[src/rtl/grf_wp_arb_if.sv]
// Register-file write-port bus: pipeline writeback (port A), long-latency unit
// results (port B), hazard stall request, and the single GRF write port.
interface grf_wp_arb_if;
  logic        a_we;
  logic [4:0]  a_wa;
  logic [31:0] a_wd;
  logic [31:0] a_pc;
  logic        b_valid;
  logic        b_ready;
  logic [4:0]  b_wa;
  logic [31:0] b_wd;
  logic [31:0] b_pc;
  logic        stall_req;
  logic        grf_we;
  logic [4:0]  grf_wa;
  logic [31:0] grf_wd;
  logic [31:0] grf_pc;

  modport master (
    output a_we, a_wa, a_wd, a_pc,
    output b_valid, b_wa, b_wd, b_pc,
    input  b_ready, stall_req,
    input  grf_we, grf_wa, grf_wd, grf_pc
  );

  modport slave (
    input  a_we, a_wa, a_wd, a_pc,
    input  b_valid, b_wa, b_wd, b_pc,
    output b_ready, stall_req,
    output grf_we, grf_wa, grf_wd, grf_pc
  );
endinterface

[src/rtl/grf_wp_arb.sv]
// Register-file write-port arbiter: port A always wins, port B is served when
// A is idle, and a starved B forces a writeback stall after STARVE_LIM cycles.
module grf_wp_arb #(
  parameter int unsigned STARVE_LIM = 4
) (
  input  logic         clk,
  input  logic         rst,
  grf_wp_arb_if.slave  bus
);

  typedef enum logic [1:0] {S_IDLE, S_WAIT, S_FORCE} state_t;

  localparam logic [3:0] LIM = 4'(STARVE_LIM);

  state_t      r_state, w_state_nx;
  logic [3:0]  r_blk_cnt, w_blk_cnt_nx, w_blk_inc;
  logic        r_stall;
  logic        r_grf_we;
  logic [4:0]  r_grf_wa;
  logic [31:0] r_grf_wd, r_grf_pc;
  logic        w_a_req, w_b_ready, w_blocked, w_b_wr;

  assign w_a_req   = bus.a_we && (bus.a_wa != '0);
  assign w_b_ready = bus.b_valid && (!w_a_req || (bus.b_wa == '0));
  assign w_blocked = bus.b_valid && !w_b_ready;
  // Register 0 results are accepted and dropped, so only nonzero targets write.
  assign w_b_wr    = w_b_ready && (bus.b_wa != '0);
  assign w_blk_inc = (r_blk_cnt == 4'hF) ? 4'hF : r_blk_cnt + 4'd1;

  always_comb begin
    w_state_nx   = r_state;
    w_blk_cnt_nx = r_blk_cnt;
    unique case (r_state)
      S_IDLE: begin
        if (w_blocked) begin
          w_blk_cnt_nx = 4'd1;
          w_state_nx   = (4'd1 >= LIM) ? S_FORCE : S_WAIT;
        end
      end
      S_WAIT: begin
        if (!w_blocked) begin
          w_state_nx   = S_IDLE;
          w_blk_cnt_nx = '0;
        end else begin
          w_blk_cnt_nx = w_blk_inc;
          w_state_nx   = (w_blk_inc < LIM) ? S_WAIT : S_FORCE;
        end
      end
      S_FORCE: begin
        if (!w_blocked) begin
          w_state_nx   = S_IDLE;
          w_blk_cnt_nx = '0;
        end
      end
      default: begin
        w_state_nx   = S_IDLE;
        w_blk_cnt_nx = '0;
      end
    endcase
  end

  // Stall is registered from the next state so it tracks FORCE without glitches.
  always_ff @(posedge clk or posedge rst) begin
    if (rst) begin
      r_state   <= S_IDLE;
      r_blk_cnt <= '0;
      r_stall   <= 1'b0;
    end else begin
      r_state   <= w_state_nx;
      r_blk_cnt <= w_blk_cnt_nx;
      r_stall   <= (w_state_nx == S_FORCE);
    end
  end

  always_ff @(posedge clk or posedge rst) begin
    if (rst) begin
      r_grf_we <= 1'b0;
      r_grf_wa <= '0;
      r_grf_wd <= '0;
      r_grf_pc <= '0;
    end else if (w_a_req) begin
      r_grf_we <= 1'b1;
      r_grf_wa <= bus.a_wa;
      r_grf_wd <= bus.a_wd;
      r_grf_pc <= bus.a_pc;
    end else if (w_b_wr) begin
      r_grf_we <= 1'b1;
      r_grf_wa <= bus.b_wa;
      r_grf_wd <= bus.b_wd;
      r_grf_pc <= bus.b_pc;
    end else begin
      r_grf_we <= 1'b0;
    end
  end

  assign bus.b_ready   = w_b_ready;
  assign bus.stall_req = r_stall;
  assign bus.grf_we    = r_grf_we;
  assign bus.grf_wa    = r_grf_wa;
  assign bus.grf_wd    = r_grf_wd;
  assign bus.grf_pc    = r_grf_pc;

endmodule

[src/flat_wrapper.sv]
// flat-port wrapper written by rule: the top's interface ports become plain ports
module grf_wp_arb_flat 
#(
  parameter int unsigned STARVE_LIM = 4
)
  (clk, rst, bus_a_we, bus_a_wa, bus_a_wd, bus_a_pc, bus_b_valid, bus_b_wa, bus_b_wd, bus_b_pc, bus_b_ready, bus_stall_req, bus_grf_we, bus_grf_wa, bus_grf_wd, bus_grf_pc);
  grf_wp_arb_if bus_i ();
  input  logic clk;
  input  logic rst;
  input wire logic [$bits(bus_i.a_we)-1:0] bus_a_we;
  input wire logic [$bits(bus_i.a_wa)-1:0] bus_a_wa;
  input wire logic [$bits(bus_i.a_wd)-1:0] bus_a_wd;
  input wire logic [$bits(bus_i.a_pc)-1:0] bus_a_pc;
  input wire logic [$bits(bus_i.b_valid)-1:0] bus_b_valid;
  input wire logic [$bits(bus_i.b_wa)-1:0] bus_b_wa;
  input wire logic [$bits(bus_i.b_wd)-1:0] bus_b_wd;
  input wire logic [$bits(bus_i.b_pc)-1:0] bus_b_pc;
  output wire logic [$bits(bus_i.b_ready)-1:0] bus_b_ready;
  output wire logic [$bits(bus_i.stall_req)-1:0] bus_stall_req;
  output wire logic [$bits(bus_i.grf_we)-1:0] bus_grf_we;
  output wire logic [$bits(bus_i.grf_wa)-1:0] bus_grf_wa;
  output wire logic [$bits(bus_i.grf_wd)-1:0] bus_grf_wd;
  output wire logic [$bits(bus_i.grf_pc)-1:0] bus_grf_pc;
  assign bus_i.a_we = bus_a_we;
  assign bus_i.a_wa = bus_a_wa;
  assign bus_i.a_wd = bus_a_wd;
  assign bus_i.a_pc = bus_a_pc;
  assign bus_i.b_valid = bus_b_valid;
  assign bus_i.b_wa = bus_b_wa;
  assign bus_i.b_wd = bus_b_wd;
  assign bus_i.b_pc = bus_b_pc;
  assign bus_b_ready = bus_i.b_ready;
  assign bus_stall_req = bus_i.stall_req;
  assign bus_grf_we = bus_i.grf_we;
  assign bus_grf_wa = bus_i.grf_wa;
  assign bus_grf_wd = bus_i.grf_wd;
  assign bus_grf_pc = bus_i.grf_pc;
  grf_wp_arb #(.STARVE_LIM(STARVE_LIM)) u_core (.clk(clk), .rst(rst), .bus(bus_i));
endmodule
[config.mk]
export PLATFORM = sky130hd
export DESIGN_NAME = grf_wp_arb_flat
export DESIGN_NICKNAME = d
export VERILOG_FILES = /design/src/rtl/grf_wp_arb_if.sv /design/src/rtl/grf_wp_arb.sv /design/src/flat_wrapper.sv
export SDC_FILE = /design/constraint.sdc
export NUM_CORES = 1
export LEC_CHECK = 0
export ABC_AREA = 0
export ABC_CLOCK_PERIOD_IN_PS = 2600
export BUFFER_PORTS_ARGS = -buffer_cell sky130_fd_sc_hd__buf_4
export CORE_UTILIZATION = 43
export DETAILED_ROUTE_END_ITERATION = 6
export HOLD_SLACK_MARGIN = 0.15
export PLACE_DENSITY_LB_ADDON = 0.25
export SYNTH_ARGS = -nofsm -noshare
export SYNTH_HDL_FRONTEND = slang
export SYNTH_SLANG_ARGS = --single-unit
[constraint.sdc]
create_clock -name clk -period 2.6 [get_ports clk]
set_input_delay 0.26 -clock clk [delete_from_list [all_inputs] [get_ports clk]]
set_output_delay 0.26 -clock clk [all_outputs]
set_load 0.01 [all_outputs]
==> flow_summary.yaml, run 1 <==
routing:
  via_per_inst: 5.00
  wire_per_inst_um: 14.4
  wl_met3_um: 938
  drtIter0Drc: 102
  top_layer: "met4"
  via_count: 3349
  ant_nets: 0
  wl_met2_um: 4640
  drt-pass1-iter-count: 4
  post-route-drc-count: 0
  wl_met1_um: 3940
  wirelength_um: 9640
job:
  cap_violations: 0
final_layout:
  n_fill_cell: 637
  drive_gt1_share_pct: 41.8
  fin_cells: 670
  layout.nets: 704
  mostFrequentLayoutCell: "buf_4"
  diodes: 0
  final_cell_mix: "buf_4, dfrtp_1, nor2_1, a21oi_1, mux2i_1"
  synthToLayoutAreaGrowth_pct: 53.3
floorplanning:
  dieHeight_um: 93.8
  die_w_um: 93.8
  start_util_pct: 44.3
  io_pins: 214
  die_area_mm2: 0.00880
  rows: 33
  core_area_mm2: 0.00818
timing:
  max_slew_margin_pct: 70.1
  fmax_ghz: 0.567
  fin_skew_ns: 0.0132
  fin_crit_ns: 1.76
  rsz0062_at_grt: "false"
  hold_viol_final: 0
  fin_setup_tns_ns: 0
  drv_slew: 0
  fin_hold_ws_ns: 0.162
  tightest_slew_ns: 0.448
  setup_violations: 0
  fin_crit_sh_pct: 67.8
placed_design:
  port_buffers: 213
  hpwl_um: 7160
  placed_cells_incl_taps: 653
  place.gp.congestion: 0.855
global_route:
  antenna_found_initial: 0
  grt-ovfl-total: 0
  grt.total_usage_pct: 21.7
  grt_pass1_wl_um: 14900
  grt_max_degree: 78
  grt_pass1_vias: 3226
pwr:
  vdd_drop_max_mv: 0.291
  leakagePower_nw: 2.77
  power.density_cell_area_mw_per_mm2: 569
worst_setup_path:
  critPathMaxStageDelay_ns: 0.57
  cpMostUsedCell: "buf_4"
  path_delay_family: "simple AND/OR/NAND/NOR gates"
  critPathMaxFanout: 9
  cp_slowest_cell: "or4_1"
  startpoint_type: "input pin"
  setup.worst_path.class: "in -> out"
  path_cells: "buf_4 > or4_1 > o21ai_4 > o21a_1 > buf_4"
  crit_required_ns: 2.34
  end_kind: "output port"
  cp_num_buf_inv: 2
  arrival_ns: 1.50
clock_network:
  cts.sinks: 77
  cts-resized-gates: 0
  numCtsBuffers: 9
  cts_buffer_depth: 2
  h-tree-depth: 3
  cts_root_buf: "clkbuf_8"
  clkSlewWorstSetupHoldPaths_ns: 0.08
  cts_tree: "built"
  insertion_delay_ns: 0.34
synth:
  ys_ff_latch: 77
  syn-num-nets: 497
  synth-seq-area-share_pct: 53.2
  synth_area_mm2: 0.00362
  synth_area_per_cell_um2: 10.2
  yosysWarnings: 0
  syn-instance-count: 354
  yosysUniqueCellTypes: 28
status:
  status: "finished, final reports clean"
min_path:
  hp-class: "in -> reg"
[sequential cells by signal, summed over array words and instances (netlist names)]
signal,cells
u_core.bus.grf_wa,5
u_core.r_state,2
u_core.bus.grf_wd,32
u_core.r_blk_cnt,4
u_core.bus.grf_pc,32
u_core.bus.stall_req,1
u_core.bus.grf_we,1
[tightest hold or removal path, delay by kind of cell]
family / cells / cell delay [ns]
AO/OA/AOI/OAI: 1 / 0.09
buffers and inverters: 1 / 0.08
AND/OR/NAND/NOR: 1 / 0.03
[worst paths after layout]
path | start | to | slack (ns) | cells past startpoint
setup reg to reg | u_core.r_blk_cnt[0] | u_core.r_state[1] | 1.09 | 5
min in group asynchronous | rst | u_core.bus.grf_pc[29] | 0.57 | 4
hold / removal | bus_a_wd[31] | u_core.bus.grf_wd[31] | 0.16 | 3
setup / recovery | bus_a_wa[3] | bus_b_ready | 0.84 | 5
max in group asynchronous | rst | u_core.bus.grf_wd[11] | 1.68 | 4
hold reg to reg | u_core.bus.grf_wa[2] | u_core.bus.grf_wa[2] | 0.55 | 2
[routing by layer]
layer	up-vias	GRT usage [%]
met4	0	7.05
met2	162	36.0
li1	1651	-
met5	-	0
met1	1525	26.7
met3	11	6.72
[kinds of logic (layout without fill, tap and decap cells)]
group,count (synthesis),count (layout),share of synthesized area (%)
and+or+nand+nor,96,96,10.6
buffers and inverters,29,240,4.70
adders and majority gates,1,1,0.345
muxes,64,64,17.7
DFF,77,77,53.2
AOI/OAI and AO/OA,87,87,13.5
[Yosys cell counts (all sizes together)]
library cell,number,share of area (%)
dfrtp,77,53
o311ai,1,0.24
nor3,2,0.28
a21oi,66,9.1
and2,2,0.35
buf,20,3.8
o211ai,1,0.21
a21o,2,0.41
o32ai,2,0.48
a31oi,5,0.86
a211oi,2,0.41
o21a,2,0.41
nand3,1,0.14
inv,4,0.41
mux2i,64,18
clkbuf,5,0.52
or4,3,0.72
o21ai,4,0.86
nor2,71,7.4
o22ai,1,0.17
nand2,17,1.8
ha,1,0.35
a2111o,1,0.31
[per-stage QoR]
stage | util (%) | worst slack, ns | instance area, um2 | power [mW]
global route | 67.9 | 0.776 | 5550 | 3.32
CTS | 67.8 | 0.827 | 5540 | 3.19
detailed placement | 64.9 | 0.592 | 5310 | 2.13
floorplan | - | 0.373 | 3620 | 1.72
finish | 67.9 | 0.837 | 5550 | 3.16
global placement | 64.9 | 0.636 | 5310 | 2.11
[timing repair]
item | CTS | global route
hold buffers | 1 | 1
hold endpoints to repair | 77 | 1
buffers inserted | 0 | 0
[area by class of cell]
type	count	area (um2)	share of cell area, %
Tap cell	105	131	2.37
Timing Repair Buffer	221	1710	30.9
Clock inverter	4	97.6	1.76
Sequential cell	77	1930	34.7
Multi-Input combinational cell	248	1540	27.7
Inverter	4	15.0	0.270
Clock buffer	11	131	2.37
[power by group]
part | switching (mW) | internal (mW) | leakage, nW
combinational | 0.316 | 0.402 | 1.78
sequential | 0.0727 | 1.31 | 0.883
clock | 0.422 | 0.634 | 0.110
Power figures use the tool's default switching activity.
==> inputs of run 2 (changes only) <==
--- a/config.mk
+++ b/config.mk
@@ -6,7 +6,7 @@
 export NUM_CORES = 1
 export LEC_CHECK = 0
 export ABC_AREA = 0
-export ABC_CLOCK_PERIOD_IN_PS = 2600
+export ABC_CLOCK_PERIOD_IN_PS = 1750
 export BUFFER_PORTS_ARGS = -buffer_cell sky130_fd_sc_hd__buf_4
 export CORE_UTILIZATION = 43
 export DETAILED_ROUTE_END_ITERATION = 6
==> constraint.sdc (replaced) <==
create_clock -name clk -period 1.75 [get_ports clk]
set_input_delay 0.175 -clock clk [delete_from_list [all_inputs] [get_ports clk]]
set_output_delay 0.175 -clock clk [all_outputs]
set_load 0.01 [all_outputs]
==> flow_summary.yaml, run 2 (synthesized netlist as in run 1, its figures left out) <==
status:
  status: "finished, final reports clean"
clock_network:
  cts-resized-gates: 0
  clkSlewWorstSetupHoldPaths_ns: 0.08
  cts.sinks: 77
  cts_tree: "built"
  h-tree-depth: 3
  cts_buffer_depth: 2
  insertion_delay_ns: 0.35
  numCtsBuffers: 9
  cts_root_buf: "clkbuf_8"
timing:
  max_slew_margin_pct: 78.2
  fin_hold_ws_ns: 0.154
  fin_crit_ns: 1.67
  drv_slew: 0
  fmax_ghz: 0.597
  fin_setup_tns_ns: 0
  setup_ws_ns: 0.0756
  fin_crit_sh_pct: 95.7
  hold_viol_final: 0
  setup_violations: 0
  fin_skew_ns: 0.0115
  rsz0062_at_grt: "false"
  tightest_slew_ns: 0.322
floorplanning:
  rows: 33
  start_util_pct: 44.3
  dieHeight_um: 93.8
  core_area_mm2: 0.00818
  die_area_mm2: 0.00880
  die_w_um: 93.8
  io_pins: 214
worst_setup_path:
  cp-endpoint: "bus_b_ready"
  startpoint: "bus_a_wa[3]"
  setup.worst_path.class: "in -> out"
  r2r_setup_slack_ns: 0.19
  reg2reg_from: "u_core.r_blk_cnt[0]"
  end_kind: "output port"
  crit_required_ns: 1.57
  r2r_cells: 5
  reg2reg_to: "u_core.r_state[1]"
  startpoint_type: "input pin"
  critPathMaxFanout: 4
  arrival_ns: 1.50
min_path:
  hp-class: "in -> reg"
pwr:
  swShare_pct: 27.9
  vdd_drop_max_mv: 0.467
  pwr-share-clk_pct: 29.3
  power_frac_seq_pct: 41.7
  p_int_mw: 3.59
  power.density_cell_area_mw_per_mm2: 709
  combPwrFrac_pct: 29.0
  p_sw_mw: 1.39
  leakagePower_nw: 3.40
placed_design:
  place.gp.congestion: 0.791
  port_buffers: 213
  post-place-ws_ns: -0.0860
  hpwl_um: 7320
  placed_cells_incl_taps: 661
global_route:
  grt.total_usage_pct: 33.6
  grt_pass1_vias: 4520
  grt_max_degree: 52
  grt_pass1_wl_um: 22500
  antenna_found_initial: 0
  grt-ovfl-total: 0
routing:
  wire_per_inst_um: 18.3
  wirelength_um: 14900
  drtIter0Drc: 230
  via_count: 4275
  drt-pass1-iter-count: 5
  post-route-drc-count: 0
  via_per_inst: 5.25
  ant_nets: 0
job:
  cap_violations: 0
final_layout:
  layout.nets: 847
  fin_cells: 814
  mostFrequentLayoutCell: "buf_4"
  diodes: 0
  fin_util_pct: 86.0
  drive_gt1_share_pct: 35.1
  final_cell_mix: "buf_4, dlygate4sd3_1, dfrtp_1, nor2_1, a21oi_1"
  synthToLayoutAreaGrowth_pct: 94.0
-- run 2: layout make-up --
cell class,instances,area [um2]
Tap cell,105,131
Fill cell,405,1150
Sequential cell,77,1930
Multi-Input combinational cell,248,1540
Timing Repair Buffer,364,3210
Clock inverter,4,72.6
Clock buffer,12,135
Inverter,4,18.8
-- run 2: worst min-delay path by stage --
stage,start,slack [ns],cells past startpoint,end
after floorplan,bus_b_wa[0],0.32,2,u_core.bus.grf_wa[0]
after global placement,rst,0.09,2,u_core.bus.grf_wd[9]
after detailed placement,rst,0.09,2,u_core.bus.grf_wd[9]
after CTS,bus_b_pc[3],0.15,3,u_core.bus.grf_pc[3]
after global routing,bus_b_pc[29],0.16,3,u_core.bus.grf_pc[29]
final,bus_b_pc[29],0.15,3,u_core.bus.grf_pc[29]
-- run 2: layer usage --
| layer | global-route usage [%] | vias to the layer above | part of all wire [%] |
|---|---|---|---|
| li1 | - | 1929 | - |
| met1 | 37.0 | 2025 | 37 |
| met2 | 58.8 | 256 | 50 |
| met3 | 9.39 | 65 | 8.5 |
| met4 | 17.6 | 0 | 4.5 |
| met5 | 0 | - | 0 |
-- run 2: power by group through the flow --
stage / combinational [mW] / sequential (mW) / clock (mW)
after CTS: 1.35 / 2.06 / 1.47
after global routing: 1.53 / 2.09 / 1.57
after detailed placement: 1.11 / 2.09 / 0
after floorplan: 0.403 / 2.16 / 0
final: 1.44 / 2.08 / 1.46
after global placement: 1.09 / 2.08 / 0
-- run 2: critical path, cell delays in order --
cell and delay, ns:
buf_4 0.12, or4_1 0.57, o21ai_4 0.26, buf_12 0.14
o21a_1 0.12, buf_4 0.12
-- run 2: repair_timing --
item,4_1_cts,5_1_grt
hold endpoints to repair,146,0
buffers inserted,0,4
hold buffers,132,0
setup endpoints to repair,0,1
-- run 2: stage by stage --
stage / power, mW / instance area (um2)
after floorplan: 2.56 / 3630
after global routing: 5.20 / 7030
after CTS: 4.88 / 6970
after detailed placement: 3.20 / 5440
after global placement: 3.18 / 5440
final: 4.98 / 7030
==> inputs of run 3 (changes only) <==
==> constraint.sdc (replaced) <==
create_clock -name clk -period 1.75 [get_ports clk]
set_input_delay 0.175 -clock clk [delete_from_list [all_inputs] [get_ports clk]]
set_output_delay 0.175 -clock clk [all_outputs]
set_load 0.02 [all_outputs]
==> flow_summary.yaml, run 3 (synthesized netlist as in run 1, its figures left out) <==
status:
  status: "finished, final reports clean"
final_layout:
  drive_gt1_share_pct: 35.3
  layout.nets: 842
  fin_cells: 808
  fin_area_mm2: 0.00694
  synthToLayoutAreaGrowth_pct: 91.5
  mostFrequentLayoutCell: "buf_4"
  diodes: 0
  final_cell_mix: "buf_4, dlygate4sd3_1, dfrtp_1, nor2_1, a21oi_1"
clock_network:
  cts_setup_buffers: 0
  insertion_delay_ns: 0.33
  clkSlewWorstSetupHoldPaths_ns: 0.09
  ctsHoldBuffers: 128
  numCtsBuffers: 9
  h-tree-depth: 3
  cts.sinks: 77
  cts_buffer_depth: 2
  cts_root_buf: "clkbuf_8"
  cts-resized-gates: 0
  cts_tree: "built"
worst_setup_path:
  cp_slowest_cell: "or4_1"
  cp-endpoint: "bus_b_ready"
  critPathMaxStageDelay_ns: 0.59
  crit_required_ns: 1.57
  startpoint: "bus_a_wa[3]"
  path_cells: "buf_4 > or4_1 > o21ai_4 > buf_12 > o21a_1 > buf_4"
  reg2reg_to: "u_core.r_state[1]"
  r2r_setup_slack_ns: 0.15
  arrival_ns: 1.53
  startpoint_type: "input pin"
  reg2reg_from: "u_core.r_blk_cnt[0]"
  cpMostUsedCell: "buf_4"
  cp_num_buf_inv: 3
  critPathMaxFanout: 12
  end_kind: "output port"
  cp_num_cells: 6
  setup.worst_path.class: "in -> out"
  r2r_cells: 5
  path_delay_family: "simple AND/OR/NAND/NOR gates"
placed_design:
  placed_cells_incl_taps: 664
  port_buffers: 213
  post-place-ws_ns: -0.131
  place.gp.congestion: 0.795
  hpwl_um: 7620
  dpl_cell_area_mm2: 0.00547
floorplanning:
  core_area_mm2: 0.00818
  dieHeight_um: 93.8
  die_area_mm2: 0.00880
  rows: 33
  die_w_um: 93.8
  io_pins: 214
  start_util_pct: 44.3
global_route:
  grt_max_degree: 42
  grt_pass1_vias: 4361
  grt-ovfl-total: 0
  grt_pass1_wl_um: 22300
  grt.total_usage_pct: 33.8
  antenna_found_initial: 0
timing:
  hold_viol_final: 0
  setup_ws_ns: 0.0418
  drv_slew: 0
  fin_crit_ns: 1.71
  setup_violations: 0
  rsz0062_at_grt: "false"
  fmax_ghz: 0.585
  tightest_slew_ns: 0.542
  max_slew_margin_pct: 63.8
  fin_crit_sh_pct: 97.6
  fin_skew_ns: 0.00265
min_path:
  hp-class: "in -> reg"
routing:
  drt-pass1-iter-count: 5
  wire_per_inst_um: 18.6
  drtIter0Drc: 232
  post-route-drc-count: 0
  via_count: 4223
  via_per_inst: 5.23
  ant_nets: 0
  wirelength_um: 15000
pwr:
  leakagePower_nw: 3.36
  power.density_cell_area_mw_per_mm2: 712
  vdd_drop_max_mv: 0.535
  p_total_mw: 4.94
job:
  cap_violations: 0
run 3: cell type report:
cell class | count | area, um2
Clock buffer | 10 | 128
Clock inverter | 5 | 52.6
Fill cell | 403 | 1240
Inverter | 4 | 18.8
Multi-Input combinational cell | 248 | 1540
Sequential cell | 77 | 1930
Tap cell | 105 | 131
Timing Repair Buffer | 359 | 3140
run 3: how the worst min path moves through the flow:
stage,startpoint,endpoint,slack [ns],cells after the start
after floorplan,bus_b_wa[0],u_core.bus.grf_wa[0],0.32,2
after global placement,rst,u_core.bus.grf_wd[9],0.26,2
after detailed placement,rst,u_core.bus.grf_wd[9],0.25,2
after CTS,bus_b_wd[4],u_core.bus.grf_wd[4],0.15,3
after global routing,bus_b_wd[3],u_core.bus.grf_wd[3],0.17,3
final,bus_b_wd[3],u_core.bus.grf_wd[3],0.15,3
run 3: tightest hold or removal path, delay by kind of cell:
family	cells	cell delay (ns)
buffers and inverters	1	0.08
muxes	1	0.06
AOI/OAI and AO/OA	1	0.15
run 3: layer usage:
layer | track usage (%) | part of all wire [%] | up-vias
met1 | 37.9 | 36 | 1992
met2 | 58.2 | 51 | 257
met5 | 0 | 0 | -
met4 | 18.5 | 4.5 | 0
met3 | 9.14 | 8.7 | 62
li1 | - | - | 1912
run 3: power breakdown:
part           switching (mW)  internal [mW]
clock network           0.645          0.645
logic                   0.738          0.828
registers               0.130           1.95
total                    1.51           3.43
run 3: stage by stage:
step	util (%)	setup TNS, ns	hold slack (ns)
global route	84.9	0	0.169
floorplan	-	0	0.323
finish	84.9	0	0.153
detailed placement	66.9	-2.50	0.253
global placement	66.9	-0.494	0.257
CTS	84.7	0	0.152
